[config.mk]
export PLATFORM = sky130hd
export DESIGN_NAME = i2c_regfile_target
export DESIGN_NICKNAME = d
export VERILOG_FILES = /design/src/rtl/i2c_regfile_target.sv
export SDC_FILE = /design/constraint.sdc
export NUM_CORES = 1
export LEC_CHECK = 0
export ABC_AREA = 1
export BUFFER_PORTS_ARGS = -buffer_cell sky130_fd_sc_hd__clkbuf_2
export CAP_MARGIN = 5
export CORE_ASPECT_RATIO = 0.9
export CORE_UTILIZATION = 60
export CTS_BUF_LIST = sky130_fd_sc_hd__clkbuf_4 sky130_fd_sc_hd__clkbuf_8
export DETAILED_ROUTE_END_ITERATION = 10
export PLACE_DENSITY = 0.85
export SLEW_MARGIN = 10
export SYNTH_ARGS = -nofsm -noshare
export SYNTH_HDL_FRONTEND = slang
export SYNTH_SLANG_ARGS = --single-unit
[constraint.sdc]
create_clock -name I_clk -period 5.9 [get_ports I_clk]
set_clock_uncertainty 0.1 [all_clocks]
set_input_delay 1.18 -clock I_clk [delete_from_list [all_inputs] [get_ports I_clk]]
set_output_delay 1.18 -clock I_clk [all_outputs]
set_load 0.01 [all_outputs]
[src/rtl/i2c_regfile_target.sv]
// I2C target exposing NUM_CTRL R/W control bytes and NUM_STAT read-only status bytes behind an auto-incrementing pointer.
// Latency: pad to bus event is 2+FILT_LEN I_clk cycles; register writes and strobes land on the 8th filtered SCL rise.
// Backpressure: none; the target never stretches SCL and always ACKs pointer and data bytes once addressed.
module i2c_regfile_target #(
  parameter int                    ADDR_LSB_W = 4,
  parameter logic [6-ADDR_LSB_W:0] ADDR_HI    = 3'b010,
  parameter int                    NUM_CTRL   = 4,
  parameter int                    NUM_STAT   = 4,
  parameter int                    FILT_LEN   = 3,
  parameter logic [7:0]            CREG_RST   = 8'h00
) (
  input  logic                    I_clk,
  input  logic                    I_rst_n,
  input  logic                    I_scl,
  input  logic                    I_sda,
  output logic                    O_sda_oe,
  input  logic [ADDR_LSB_W-1:0]   I_myaddr,
  output logic [8*NUM_CTRL-1:0]   O_creg,
  input  logic [8*NUM_STAT-1:0]   I_stat,
  output logic [NUM_CTRL-1:0]     O_wr_strb,
  output logic [NUM_STAT-1:0]     O_rd_strb,
  output logic                    O_started,
  output logic                    O_sel
);

  localparam int         FCW      = $clog2(FILT_LEN + 1);
  localparam logic [7:0] PTR_LAST = 8'(NUM_CTRL + NUM_STAT - 1);

  typedef enum logic [3:0] {
    S_IDLE, S_ADDR, S_A_ACK, S_PTR, S_P_ACK, S_WR, S_W_ACK, S_RD, S_M_ACK
  } state_t;

  // index 0 carries SCL, index 1 carries SDA through the input path
  logic [1:0]     sync1_q, sync2_q, filt_q, filt_d, prev_q;
  logic [FCW-1:0] fcnt_q [2];
  logic [FCW-1:0] fcnt_d [2];

  state_t          state_q, state_d;
  logic [3:0]      bit_cnt_q, bit_cnt_d;
  logic [6:0]      sh_q, sh_d;
  logic [7:0]      ptr_q, ptr_d, ptr_inc;
  logic [7:0]      creg_q [NUM_CTRL];
  logic [7:0]      creg_d [NUM_CTRL];
  logic            oe_q, oe_d, sel_q, sel_d, started_q, started_d, rw_q, rw_d;
  logic [NUM_CTRL-1:0] wr_strb_q, wr_strb_d;
  logic [NUM_STAT-1:0] rd_strb_q, rd_strb_d, rd_hit;
  logic [7:0]      rd_byte;
  logic            scl_rise, scl_fall, start_det, stop_det, do_load;

  // Level filter: a filtered line flips only after FILT_LEN consecutive samples disagree with it
  always_comb begin
    for (int i = 0; i < 2; i++) begin
      filt_d[i] = filt_q[i];
      fcnt_d[i] = '0;
      if (sync2_q[i] != filt_q[i]) begin
        if (fcnt_q[i] == FCW'(FILT_LEN - 1)) filt_d[i] = sync2_q[i];
        else                                  fcnt_d[i] = fcnt_q[i] + 1'b1;
      end
    end
  end

  assign scl_rise  =  filt_q[0] & ~prev_q[0];
  assign scl_fall  = ~filt_q[0] &  prev_q[0];
  assign start_det =  prev_q[1] & ~filt_q[1] & filt_q[0] & prev_q[0];
  assign stop_det  = ~prev_q[1] &  filt_q[1] & filt_q[0] & prev_q[0];
  assign ptr_inc   = (ptr_q >= PTR_LAST) ? 8'd0 : ptr_q + 8'd1;

  // Read-side mux: control byte, live status byte, or 0xFF past the end of the map
  always_comb begin
    rd_byte = 8'hFF;
    rd_hit  = '0;
    for (int k = 0; k < NUM_CTRL; k++)
      if (ptr_q == 8'(k)) rd_byte = creg_q[k];
    for (int k = 0; k < NUM_STAT; k++)
      if (ptr_q == 8'(NUM_CTRL + k)) begin
        rd_byte   = I_stat[8*k +: 8];
        rd_hit[k] = 1'b1;
      end
  end

  // Protocol FSM: START/STOP override everything, otherwise act on filtered SCL edges
  always_comb begin
    state_d   = state_q;
    bit_cnt_d = bit_cnt_q;
    sh_d      = sh_q;
    ptr_d     = ptr_q;
    creg_d    = creg_q;
    oe_d      = oe_q;
    sel_d     = sel_q;
    started_d = started_q;
    rw_d      = rw_q;
    wr_strb_d = '0;
    rd_strb_d = '0;
    do_load   = 1'b0;
    if (stop_det) begin
      state_d   = S_IDLE;
      bit_cnt_d = '0;
      oe_d      = 1'b0;
      sel_d     = 1'b0;
      started_d = 1'b0;
    end else if (start_det) begin
      state_d   = S_ADDR;
      bit_cnt_d = '0;
      oe_d      = 1'b0;
      sel_d     = 1'b0;
      started_d = 1'b1;
    end else begin
      case (state_q)
        S_ADDR, S_PTR, S_WR: begin
          if (scl_rise) begin
            sh_d = {sh_q[5:0], filt_q[1]};
            if (bit_cnt_q == 4'd7) begin
              bit_cnt_d = '0;
              if (state_q == S_ADDR) begin
                if (sh_q == {ADDR_HI, I_myaddr}) begin
                  state_d = S_A_ACK;
                  sel_d   = 1'b1;
                  rw_d    = filt_q[1];
                end else begin
                  state_d = S_IDLE;
                end
              end else if (state_q == S_PTR) begin
                ptr_d   = {sh_q, filt_q[1]};
                state_d = S_P_ACK;
              end else begin
                for (int k = 0; k < NUM_CTRL; k++)
                  if (ptr_q == 8'(k)) begin
                    creg_d[k]    = {sh_q, filt_q[1]};
                    wr_strb_d[k] = 1'b1;
                  end
                ptr_d   = ptr_inc;
                state_d = S_W_ACK;
              end
            end else begin
              bit_cnt_d = bit_cnt_q + 4'd1;
            end
          end
        end
        // first falling edge starts the ACK drive, the second one ends it
        S_A_ACK, S_P_ACK, S_W_ACK: begin
          if (scl_fall) begin
            if (!oe_q) begin
              oe_d = 1'b1;
            end else begin
              oe_d = 1'b0;
              if (state_q == S_A_ACK && rw_q) do_load = 1'b1;
              else if (state_q == S_A_ACK)    state_d = S_PTR;
              else                            state_d = S_WR;
            end
          end
        end
        S_RD: begin
          if (scl_rise) begin
            bit_cnt_d = bit_cnt_q + 4'd1;
          end else if (scl_fall) begin
            if (bit_cnt_q == 4'd8) begin
              state_d   = S_M_ACK;
              bit_cnt_d = '0;
              oe_d      = 1'b0;
            end else begin
              oe_d = ~sh_q[6];
              sh_d = {sh_q[5:0], 1'b1};
            end
          end
        end
        // controller ACK keeps the read going; NACK parks in IDLE until STOP or Sr
        S_M_ACK: begin
          if (scl_rise) begin
            if (filt_q[1]) begin
              state_d = S_IDLE;
              sel_d   = 1'b0;
            end else begin
              bit_cnt_d = 4'd1;
            end
          end else if (scl_fall && bit_cnt_q == 4'd1) begin
            do_load = 1'b1;
          end
        end
        default: ;
      endcase
      if (do_load) begin
        state_d   = S_RD;
        bit_cnt_d = '0;
        sh_d      = rd_byte[6:0];
        oe_d      = ~rd_byte[7];
        rd_strb_d = rd_hit;
        ptr_d     = ptr_inc;
      end
    end
  end

  // State registers; bus lines reset to their idle-high level
  always_ff @(posedge I_clk or negedge I_rst_n) begin
    if (!I_rst_n) begin
      sync1_q   <= 2'b11;
      sync2_q   <= 2'b11;
      filt_q    <= 2'b11;
      prev_q    <= 2'b11;
      fcnt_q[0] <= '0;
      fcnt_q[1] <= '0;
      state_q   <= S_IDLE;
      bit_cnt_q <= '0;
      sh_q      <= '0;
      ptr_q     <= '0;
      for (int k = 0; k < NUM_CTRL; k++) creg_q[k] <= CREG_RST;
      oe_q      <= 1'b0;
      sel_q     <= 1'b0;
      started_q <= 1'b0;
      rw_q      <= 1'b0;
      wr_strb_q <= '0;
      rd_strb_q <= '0;
    end else begin
      sync1_q   <= {I_sda, I_scl};
      sync2_q   <= sync1_q;
      filt_q    <= filt_d;
      prev_q    <= filt_q;
      fcnt_q    <= fcnt_d;
      state_q   <= state_d;
      bit_cnt_q <= bit_cnt_d;
      sh_q      <= sh_d;
      ptr_q     <= ptr_d;
      creg_q    <= creg_d;
      oe_q      <= oe_d;
      sel_q     <= sel_d;
      started_q <= started_d;
      rw_q      <= rw_d;
      wr_strb_q <= wr_strb_d;
      rd_strb_q <= rd_strb_d;
    end
  end

  for (genvar k = 0; k < NUM_CTRL; k++) begin : g_creg
    assign O_creg[8*k +: 8] = creg_q[k];
  end

  assign O_sda_oe  = oe_q;
  assign O_wr_strb = wr_strb_q;
  assign O_rd_strb = rd_strb_q;
  assign O_started = started_q;
  assign O_sel     = sel_q;

endmodule

==> impl_metrics.toml <==
[run_status]
status = "finished clean"

[timing]
finalCritPeriodShare_pct = 46.74
slew_violations = 0
max_slew_margin_pct = 31.62
worst_pin_slew_ns = 1.020
layout_min_cycle_time_ns = 2.758
setup_viol_count_final = 0
rsz0062_at_grt = "false"
timing.fmax_mhz = 362.6
hold_viol = 0
fin_setup_tns_ns = 0

[flow_run]
drv_cap = 0

[clocking]
clock_latency_ns = 0.36
clkTransAtPathRegs_ns = 0.10
cts_made_buffers = 9
clockBufferDepth = 2
cts_hold_buffers = 0
numClockSinks = 79
cts_tree = "yes"
htreeDepth = 3
post_cts_buffers = 0
cts-root-buf = "clkbuf_8"
cts_resized = 0

[yosys]
synth_edf_count = 0
syn_nets = 663
yosysMostFrequentCell = "nand2_1"
async_reset_ff_share_pct = 100.0
syn_area_sq_um = 4541
yosys.area_share.simple_pct = 33.78
ys_top_cells_by_area = "dfrtp_1 (39%), nand2_1 (15%), o21ai_0 (5.7%), inv_1 (5.5%), nor2_1 (5.1%)"
synth_top_family_by_area = "simple AND/OR/NAND/NOR gates"
yosysTopAreaCellShare_pct = 39.13
yosys.area.top_type = "dfrtp_1"
synth_common_cells = "nand2_1 (179), dfrtp_1 (71), inv_1 (66), nor2_1 (62), o21ai_0 (52)"
synth_compound_gate_area_share_pct = 11.52
ys.flop_type = "dfrtp_1"
ys_seq_area_share_pct = 43.76
yosys_register_bits = 79
yosysWarnings = 0
synth_fa_ha_area_share_pct = 2.480
yosys.area_share.xor_xnor_pct = 0.9645
syn_area_per_cell_sq_um = 7.395
synth_cell_types = 40
synth.area.mux_share_pct = 0
netlist_instances = 614

[setup_path]
timing.rr.end = "O_creg[23]"
path_cells = "nor2_1, nand2_1, nor2_1, inv_1, nor3_1, nand2_1, nand2_1, o21ai_0"
crit_type = "reg -> reg"
crit_top_cell = "nand2_1"
cp_slowest_stage_delay_ns = 0.61
start_kind = "flip-flop"
reg2reg_setup_slack_ns = 3.14
critPathRequiredTime_ns = 6.03
arrival_ns = 2.89
rr_worst_depth = 8
slowest_stage = "nor2_1"
critPathCaptureType = "flip-flop"
cp_max_fo = 16
rr_startpoint = "ptr_q[5]"

[grt]
grt_start_max_net_pins = 80
antenna_found_initial = 0
grt_pass1_vias = 4213
grt_pass1_wl_microns = 20430
grt.overflow.total = 0
grt_use_total_pct = 33.69

[placement]
gp_congestion = 0.9874
dpl.hpwl_microns = 9436
io_buffers = 82

[detailed_routing]
via_count = 4501
vias_per_cell = 5.676
drc = 0
wire_per_inst_microns = 16.11
drtPass1Iterations = 6
drt_iter0_markers = 396
postRouteAntennaNets = 0
routed_wl_microns = 12780

[floorplan]
die_y_microns = 84.53
coreArea_sq_um = 7184
start_util_pct = 63.20
dieArea_sq_um = 7920
die_x_microns = 93.70
row_count = 29
pin_count = 83

[hold_path]
hold_path.class = "reg -> reg"
min_delay_path_depth = 0
min_from = "sync1_q[1]"
hold_end = "sync2_q[1]"

[finish]
nNetsFinal = 744
num-fill-cells = 593
layout-drive-gt1-share_pct = 20.14
syn2layout_area_growth_pct = 14.52
antennaDiodeCount = 0

[power_and_ir_drop]
vdd_drop_max_uv = 313.2
power_mw = 3.037
cellLeakagePower_nw = 2.654
cellPowerDensity_nw_per_um2 = 584.1
-- power by group --
group	total (mW)	internal, mW	switching [mW]
combinational	1.81	0.582	1.23
sequential	0.828	0.670	0.158
clock	0.402	0.166	0.235
total	3.04	1.42	1.62
-- critical path: cells and delay by family, from the launching register on --
kind                   cells  cell delay [ns]
DFF                        1             0.40
and+or+nand+nor            6             1.73
AOI/OAI and AO/OA          1             0.09
buffers and inverters      1             0.29
-- placed cells by master (no fill, tap or decap), types with 2 or more instances in the layout --
cell type   instances
clkinvlp_4          2
clkbuf_8            9
o31ai_1             3
inv_2               5
o21ai_1             4
dfrtp_1            71
nand2_2             2
nand2_4             2
nor3_1             17
nor3_4              2
nand3_1            32
nand2_1           179
inv_8               3
xnor2_1             3
nor3_2              2
o21ai_0            52
nor2_2              9
inv_1              66
nor2_4              4
nand4_1             9
clkbuf_2           81
nand3b_1            5
nand3_2             2
a21oi_1            29
nor2_1             62
or2_0               4
ha_1                9
or2_2               4
a31oi_1             6
xor2_1              2
dfstp_2             8
-- worst max-delay path by stage --
stage                     start         end  slack, ns
CTS                    ptr_q[5]  O_creg[23]       3.20
floorplan           I_myaddr[1]       O_sel       3.78
global route           ptr_q[7]  O_creg[23]       2.85
finish                 ptr_q[5]  O_creg[23]       3.14
global placement       ptr_q[7]     sh_q[2]       3.35
detailed placement     ptr_q[7]  O_creg[23]       3.25
-- registers in the layout (all words and copies together), names as in the netlist --
| signal | cells |
|---|---|
| sync2_q | 2 |
| O_started | 1 |
| sync1_q | 2 |
| O_sel | 1 |
| sh_q | 7 |
| bit_cnt_q | 4 |
| state_q | 4 |
| fcnt_q | 4 |
| O_rd_strb | 4 |
| prev_q | 2 |
| rw_q | 1 |
| filt_q | 2 |
| O_sda_oe | 1 |
| ptr_q | 8 |
| O_creg | 32 |
| O_wr_strb | 4 |
-- per-layer routing --
layer | global-route usage [%] | wire length, microns | vias up
met5 | 0 | 0 | -
met4 | 10.91 | 297 | 0
met3 | 8.333 | 1235 | 28
met2 | 51.56 | 5775 | 236
met1 | 47.07 | 5470 | 2093
li1 | - | - | 2144
-- stage by stage --
stage,hold WS [ns],util [%],setup WS (ns),std cells,cell area [sq um]
6_report,0.2512,72.38,3.142,793,5200
5_1_grt,0.2513,72.38,2.852,793,5200
3_3_place_gp,0.2465,69.63,3.350,777,5002
2_1_floorplan,0.2452,-,3.782,614,4541
4_1_cts,0.2502,72.38,3.196,793,5200
3_5_place_dp,0.2475,69.63,3.248,777,5002
-- cell families after synthesis --
family	count (synthesis)
xor+xnor	5
simple gates	339
flops	79
fa+ha+maj	9
compound gates	98
buf+inv	84
-- final cells by class --
| cell class | instances | area, sq um | share of cell area, % |
|---|---|---|---|
| multi-input cells | 451 | 2213 | 42.56 |
| flip-flops and latches | 79 | 1987 | 38.21 |
| repair buffers | 82 | 412.9 | 7.940 |
| inverters | 72 | 272.8 | 5.245 |
| clock buffers | 9 | 123.9 | 2.382 |
| well taps | 93 | 116.4 | 2.238 |
| clock inverters | 7 | 73.82 | 1.420 |
(Power assumes the default switching activity.)
